[src/rtl/umi_arb_pkg.sv]
// Shared definitions for the UMI arbiter: the EOM bit position in the command and the lock state encoding.
package umi_arb_pkg;
  localparam int UMI_EOM_BIT = 22;

  typedef enum logic {
    IDLE   = 1'b0,
    LOCKED = 1'b1
  } arb_state_e;
endpackage

[src/rtl/umi_arb_agecnt.sv]
// Saturating per-input age counter; starved is high once the input has waited AGEMAX cycles.
module umi_arb_agecnt #(
  parameter int AGEW   = 4,
  parameter int AGEMAX = 15
) (
  input  logic clk,
  input  logic reset,
  input  logic waiting,
  input  logic clear,
  output logic starved
);
  logic [AGEW-1:0] age;

  always_ff @(posedge clk) begin
    if (reset)
      age <= '0;
    else if (clear)
      age <= '0;
    else if (waiting && age != AGEW'(AGEMAX))
      age <= age + 1'b1;
  end

  assign starved = (age == AGEW'(AGEMAX));
endmodule

[src/rtl/umi_arbiter.sv]
// Packet-aware N:1 UMI arbiter: fixed priority, grant held until EOM, one registered output stage.
// Starvation aging is compiled in only when UMI_ARBITER_AGING_EN is defined.
module umi_arbiter
  import umi_arb_pkg::*;
#(
  parameter int N      = 2,
  parameter int CW     = 32,
  parameter int AW     = 64,
  parameter int DW     = 256,
  parameter int AGEW   = 4,
  parameter int AGEMAX = 15
) (
  input  logic          clk,
  input  logic          reset,
  input  logic [N-1:0]  umi_in_valid,
  input  logic [N*CW-1:0] umi_in_cmd,
  input  logic [N*AW-1:0] umi_in_dstaddr,
  input  logic [N*AW-1:0] umi_in_srcaddr,
  input  logic [N*DW-1:0] umi_in_data,
  output logic [N-1:0]  umi_in_ready,
  output logic          umi_out_valid,
  output logic [CW-1:0] umi_out_cmd,
  output logic [AW-1:0] umi_out_dstaddr,
  output logic [AW-1:0] umi_out_srcaddr,
  output logic [DW-1:0] umi_out_data,
  input  logic          umi_out_ready,
  output logic [N-1:0]  arb_owner,
  output logic          arb_locked
);
  arb_state_e state_q, state_d;
  logic [N-1:0]  owner_q, owner_d;
  logic [N-1:0]  win, pool, acc_vec, starved;
  logic          load_ok, acc, found;
  logic [CW-1:0] mux_cmd;
  logic [AW-1:0] mux_dst, mux_src;
  logic [DW-1:0] mux_data;

  assign load_ok = ~umi_out_valid | umi_out_ready;

`ifdef UMI_ARBITER_AGING_EN
  for (genvar i = 0; i < N; i++) begin : g_age
    umi_arb_agecnt #(.AGEW(AGEW), .AGEMAX(AGEMAX)) u_age (
      .clk     (clk),
      .reset   (reset),
      .waiting (umi_in_valid[i] & ~acc_vec[i]),
      .clear   (~umi_in_valid[i] | acc_vec[i]),
      .starved (starved[i])
    );
  end
`else
  logic unused_age_cfg;
  assign starved        = '0;
  assign unused_age_cfg = ^{32'(AGEW), 32'(AGEMAX)};
`endif

  // Locked: only the owner may win, even while it bubbles.
  always_comb begin
    win   = '0;
    found = 1'b0;
    pool  = (|(umi_in_valid & starved)) ? (umi_in_valid & starved) : umi_in_valid;
    if (state_q == LOCKED) begin
      win = owner_q;
    end else begin
      for (int i = 0; i < N; i++) begin
        if (pool[i] && !found) begin
          win[i] = 1'b1;
          found  = 1'b1;
        end
      end
    end
  end

  assign umi_in_ready = win & {N{load_ok & ~reset}};
  assign acc_vec      = umi_in_ready & umi_in_valid;
  assign acc          = |acc_vec;

  always_comb begin
    mux_cmd  = '0;
    mux_dst  = '0;
    mux_src  = '0;
    mux_data = '0;
    for (int i = 0; i < N; i++) begin
      if (win[i]) begin
        mux_cmd  = umi_in_cmd[i*CW +: CW];
        mux_dst  = umi_in_dstaddr[i*AW +: AW];
        mux_src  = umi_in_srcaddr[i*AW +: AW];
        mux_data = umi_in_data[i*DW +: DW];
      end
    end
  end

  always_comb begin
    state_d = state_q;
    owner_d = owner_q;
    if (acc) begin
      if (mux_cmd[UMI_EOM_BIT]) begin
        state_d = IDLE;
        owner_d = '0;
      end else begin
        state_d = LOCKED;
        owner_d = win;
      end
    end
  end

  always_ff @(posedge clk) begin
    if (reset) begin
      state_q       <= IDLE;
      owner_q       <= '0;
      umi_out_valid <= 1'b0;
    end else begin
      state_q <= state_d;
      owner_q <= owner_d;
      if (load_ok)
        umi_out_valid <= acc;
    end
  end

  // Payload needs no reset; it is qualified by umi_out_valid.
  always_ff @(posedge clk) begin
    if (acc) begin
      umi_out_cmd     <= mux_cmd;
      umi_out_dstaddr <= mux_dst;
      umi_out_srcaddr <= mux_src;
      umi_out_data    <= mux_data;
    end
  end

  assign arb_locked = (state_q == LOCKED);
  assign arb_owner  = owner_q;
endmodule

[config.mk]
export PLATFORM = sky130hd
export DESIGN_NAME = umi_arbiter
export DESIGN_NICKNAME = d
export VERILOG_FILES = /design/src/rtl/umi_arb_pkg.sv /design/src/rtl/umi_arb_agecnt.sv /design/src/rtl/umi_arbiter.sv
export SDC_FILE = /design/constraint.sdc
export NUM_CORES = 1
export LEC_CHECK = 0
export BUFFER_PORTS_ARGS = -buffer_cell sky130_fd_sc_hd__buf_2
export CAP_MARGIN = 20
export CORE_AREA = 2 2 490 492
export CTS_BUF_LIST = sky130_fd_sc_hd__clkbuf_16
export CTS_CLUSTER_SIZE = 14
export DETAILED_ROUTE_END_ITERATION = 8
export DIE_AREA = 0 0 492 494
export GPL_TIMING_DRIVEN = 0
export SETUP_SLACK_MARGIN = 0.5
export SLEW_MARGIN = 20
export SYNTH_ARGS = -nofsm -noshare
export SYNTH_HDL_FRONTEND = slang
export SYNTH_HIERARCHICAL = 1
export SYNTH_SLANG_ARGS = --single-unit
[constraint.sdc]
create_clock -name clk -period 11.8 [get_ports clk]
set_input_delay 1.18 -clock clk [delete_from_list [all_inputs] [get_ports clk]]
set_output_delay 1.18 -clock clk [all_outputs]
set_load 0.01 [all_outputs]
==> results by stage <==
Yosys:
- The synthesized netlist devotes 8.52% of its cell area to simple gates.
- The proportion of synthesized area in mux cells is 0.109%.
- The post-synthesis instance area is 19500 sq um.
- The portion of synthesized cell area occupied by the leading cell type is 64.2%.
- By count the netlist is led by o21ai_0 (496), edfxtp_1 (416), nand2_1 (416), o21ai_1 (334), clkbuf_1 (102).
- Of the total synthesized cell area, the portion taken by XOR and XNOR cells is 0%.
- The share of synthesized registers carrying an async set or reset is 0%.
- In the synthesized netlist, the number of instances is 1880.
- Sorting the synthesized cells by area gives the leading types as edfxtp_1 (64%), o21ai_0 (13%), o21ai_1 (8.6%).
- The synthesized-area fraction occupied by ao, oa, aoi and oai cells is 21.7%.
- The leading cell type by number of instances after synthesis is o21ai_0.
- The number of synthesized flops with an enable pin is 416.
- The synthesized netlist devotes 0% of its cell area to adder and majority cells.
- The biggest area contributor in the post-synthesis netlist is edfxtp_1.
- The most used flip-flop cell after synthesis is edfxtp_1.
- After synthesis, flip-flops and latches occupy 64.6% of the total area.
- When the netlist entered floorplanning its net count stood at 2717.
- After synthesis, the mean cell area works out to 10.4 sq um.
- By area, the combinational part of the netlist is dominated by compound AO/OA/AOI/OAI gates.
- The distinct cell type count of the synthesized netlist is 33.
- The count of yosys warnings during synthesis is 6.
- The flop and latch count out of synthesis is 420.

Timing:
- The count of final max-slew check failures is 0.
- In the final timing run, aggregate negative setup slack is 0 ps.
- The peak clock frequency supported by timing is 266 MHz.
- After layout, the worst path uses 31.8% of the clock period.
- Subtracting the final worst setup slack from the clock period gives 3750 ps.
- The count of endpoints failing hold in the final timing report was 0.
- The number of failing setup endpoints in the final timing report is 0.
- The final setup skew is 27.6 ps.
- At the pin with the least slew margin, the transition time is 1210 ps.
- Across all hold checks on the routed design, the worst slack comes to 561 ps.
- The worst slew margin relative to its limit is 18.7%.
- Setup repair after global routing left no endpoint under its margin.

Route:
- Summed over all nets, wire length on met2 after detailed routing comes to 99000 um.
- The top metal layer carrying routed signals is met5.
- In the final routed layout, each cell accounts on average for 32.3 um.
- The detailed router finished its first iteration with 1772 violations.
- Using the TritonRoute via totals, the vias-per-cell ratio works out to 3.38.
- After detailed routing, the met3 layer carries 29300 um of wire.
- Once detail routing completed, the nets flagged for antenna violations numbered 0.
- The detailed-router iteration count before antenna repair is 7.
- The routed metal-1 wirelength is 71200 um.
- The post-detailed-routing wire length is 210000 um.
- After detailed routing, the number of remaining DRC violations is 0.
- Summing over every cut layer, the via total after detailed routing is 21900.

GRT:
- The initial antenna violation count is 158.
- The remaining global-route overflow is 0.
- The global routing usage summed across all routing layers is 16.5%.
- The via count of the first global-routing pass was 21400.
- The largest net degree at the start of global routing is 90.
- The first global-routing pass estimated 251000 um of wire.

Layout:
- The final layout contains 4050 nets.
- The ratio of cells with drive above 1 in the final layout is 44.0%.
- The final cell count without fillers is 6485.
- The area added between synthesis and finish is 65.8%.
- For this run, the share of the core covered by cells in the final layout is 13.6%.

Clock tree:
- The TritonCTS buffer count is 67.
- The number of setup buffers added after CTS is 0.
- The clock insertion delay at the later pin of the skew report is 680 ps.
- The number of gates resized after CTS was 0.
- The buffer cell driving the clock tree root is clkbuf_16.
- The clock tree from TritonCTS is done.
- The clock transition time at the flip-flop clock pins of the worst setup and hold paths is 60 ps.
- Hold repair after CTS inserted 0 buffers.
- The number of clock sinks seen by CTS is 420.
- The maximum clock path buffer count is 3.
- CTS built an H-tree with a depth of 3.

Setup path:
- Data on the critical path is required at its endpoint by 10620 ps.
- The worst setup path is launched from a primary input.
- The most critical setup path has its startpoint at umi_in_valid[0].
- STA puts the critical path data arrival time at 2570 ps.
- The capturing element type of the critical path is an output pin.
- The critical path class is primary input to output pin.
- The startpoint identified for the worst register-to-register timing path is arb_locked$_SDFFE_PP0P_.
- The largest driver fanout on the critical path is 10.

Placed design:
- After detailed placement, the design holds a cell count of 6311.
- The HPWL after detailed placement is 182000 um.
- The count of buffers inserted at the top-level ports is 1258.
- The congestion estimate from routability-driven global placement came to 0.981.

Power:
- In this run the static leakage power is 0.0126 uW.
- For this design the ratio of total power to cell area is 181 nW/um^2.
- The final total power is 5830 uW.
- The worst-case IR drop observed on VDD is 0.000114 V.

Die:
- The area of the die is 243000 sq um.
- In this run the core area contains 179 standard-cell rows.
- The effective utilization at floorplan is 8.20%.
- In this run the standard cell core region covers 237000 sq um.
- The die outline width is 492 um.
- 1259 I/O pins were placed.
- The floorplan die height is 494 um.

Worst hold path:
- The worst hold path begins at arb_owner[1]$_SDFFE_PP0P_.
- The type of the tightest min-delay check is flip-flop to flip-flop.

Status:
- The flow ran to the end, and the final reports show no timing, DRC or antenna violations.

Flow run:
- Across the run, the number of max-cap violations was 0.
-- power breakdown --
part           total [uW]  internal, uW  switching [uW]
Combinational        1690           427            1260
Clock                2130          1250             878
Sequential           2010          1960            53.1
Total                5830          3640            2190
-- path summary, 6_finish.rpt --
kind	end	slack (ps)	cells after the start
worst min-delay path	arb_owner[1]$_SDFFE_PP0P_	560	2
worst max-delay path	umi_in_ready[1]	8050	6
worst max register to register	umi_out_data[211]$_DFFE_PP_	8500	7
worst min register to register	arb_owner[1]$_SDFFE_PP0P_	560	2
-- cells by family after synthesis --
logic type             after synthesis
and+or+nand+nor                    429
DFF                                420
buffers and inverters              189
AOI/OAI and AO/OA                  840
muxes                                2
-- cell usage in the layout, fill, tap and decap left out, drive strengths merged, types with 2 or more instances in the layout --
cell / netlist / routed
buf: 83 / 1347
o21ai: 830 / 830
nand2: 416 / 416
edfxtp: 416 / 416
clkbuf: 102 / 170
diode: 0 / 56
clkinv: 0 / 25
inv: 4 / 20
bufinv: 0 / 9
dfxtp: 4 / 4
o21bai: 3 / 3
and3: 2 / 2
-- sequential cells by signal (all words and copies together), names as in the netlist --
| name | flops |
|---|---|
| umi_out_data | 256 |
| umi_out_srcaddr | 64 |
| umi_out_dstaddr | 64 |
| arb_owner | 2 |
| arb_locked | 1 |
| umi_out_cmd | 32 |
| umi_out_valid | 1 |
-- critical path, cell delays in order --
cell	delay, ps
buf_2	140
nor3b_2	370
or2_1	190
buf_2	330
and3_1	200
buf_2	150
-- routing by layer --
metal	vias up	GRT usage, %
li1	9562	-
met1	10500	16.7
met2	1488	28.1
met3	379	9.59
met4	40	6.11
met5	-	0
-- layout make-up --
cell class	count	area, sq um
diodes	56	140
plain buffers	185	965
clock buffers	68	1700
clock inverters	50	534
fillers	27400	205000
inverters	4	22.5
multi-input cells	1271	5910
flip-flops and latches	420	12600
well taps	3167	3960
repair buffers	1264	6450
-- metrics by stage --
stage	worst slack [ps]	instance area, sq um
2_1_floorplan	1510	19500
3_3_place_gp	-5270	29700
3_5_place_dp	7520	29900
4_1_cts	8020	32100
5_1_grt	7940	32200
6_report	8050	32300
No activity file was read; power rests on OpenSTA's default activity.
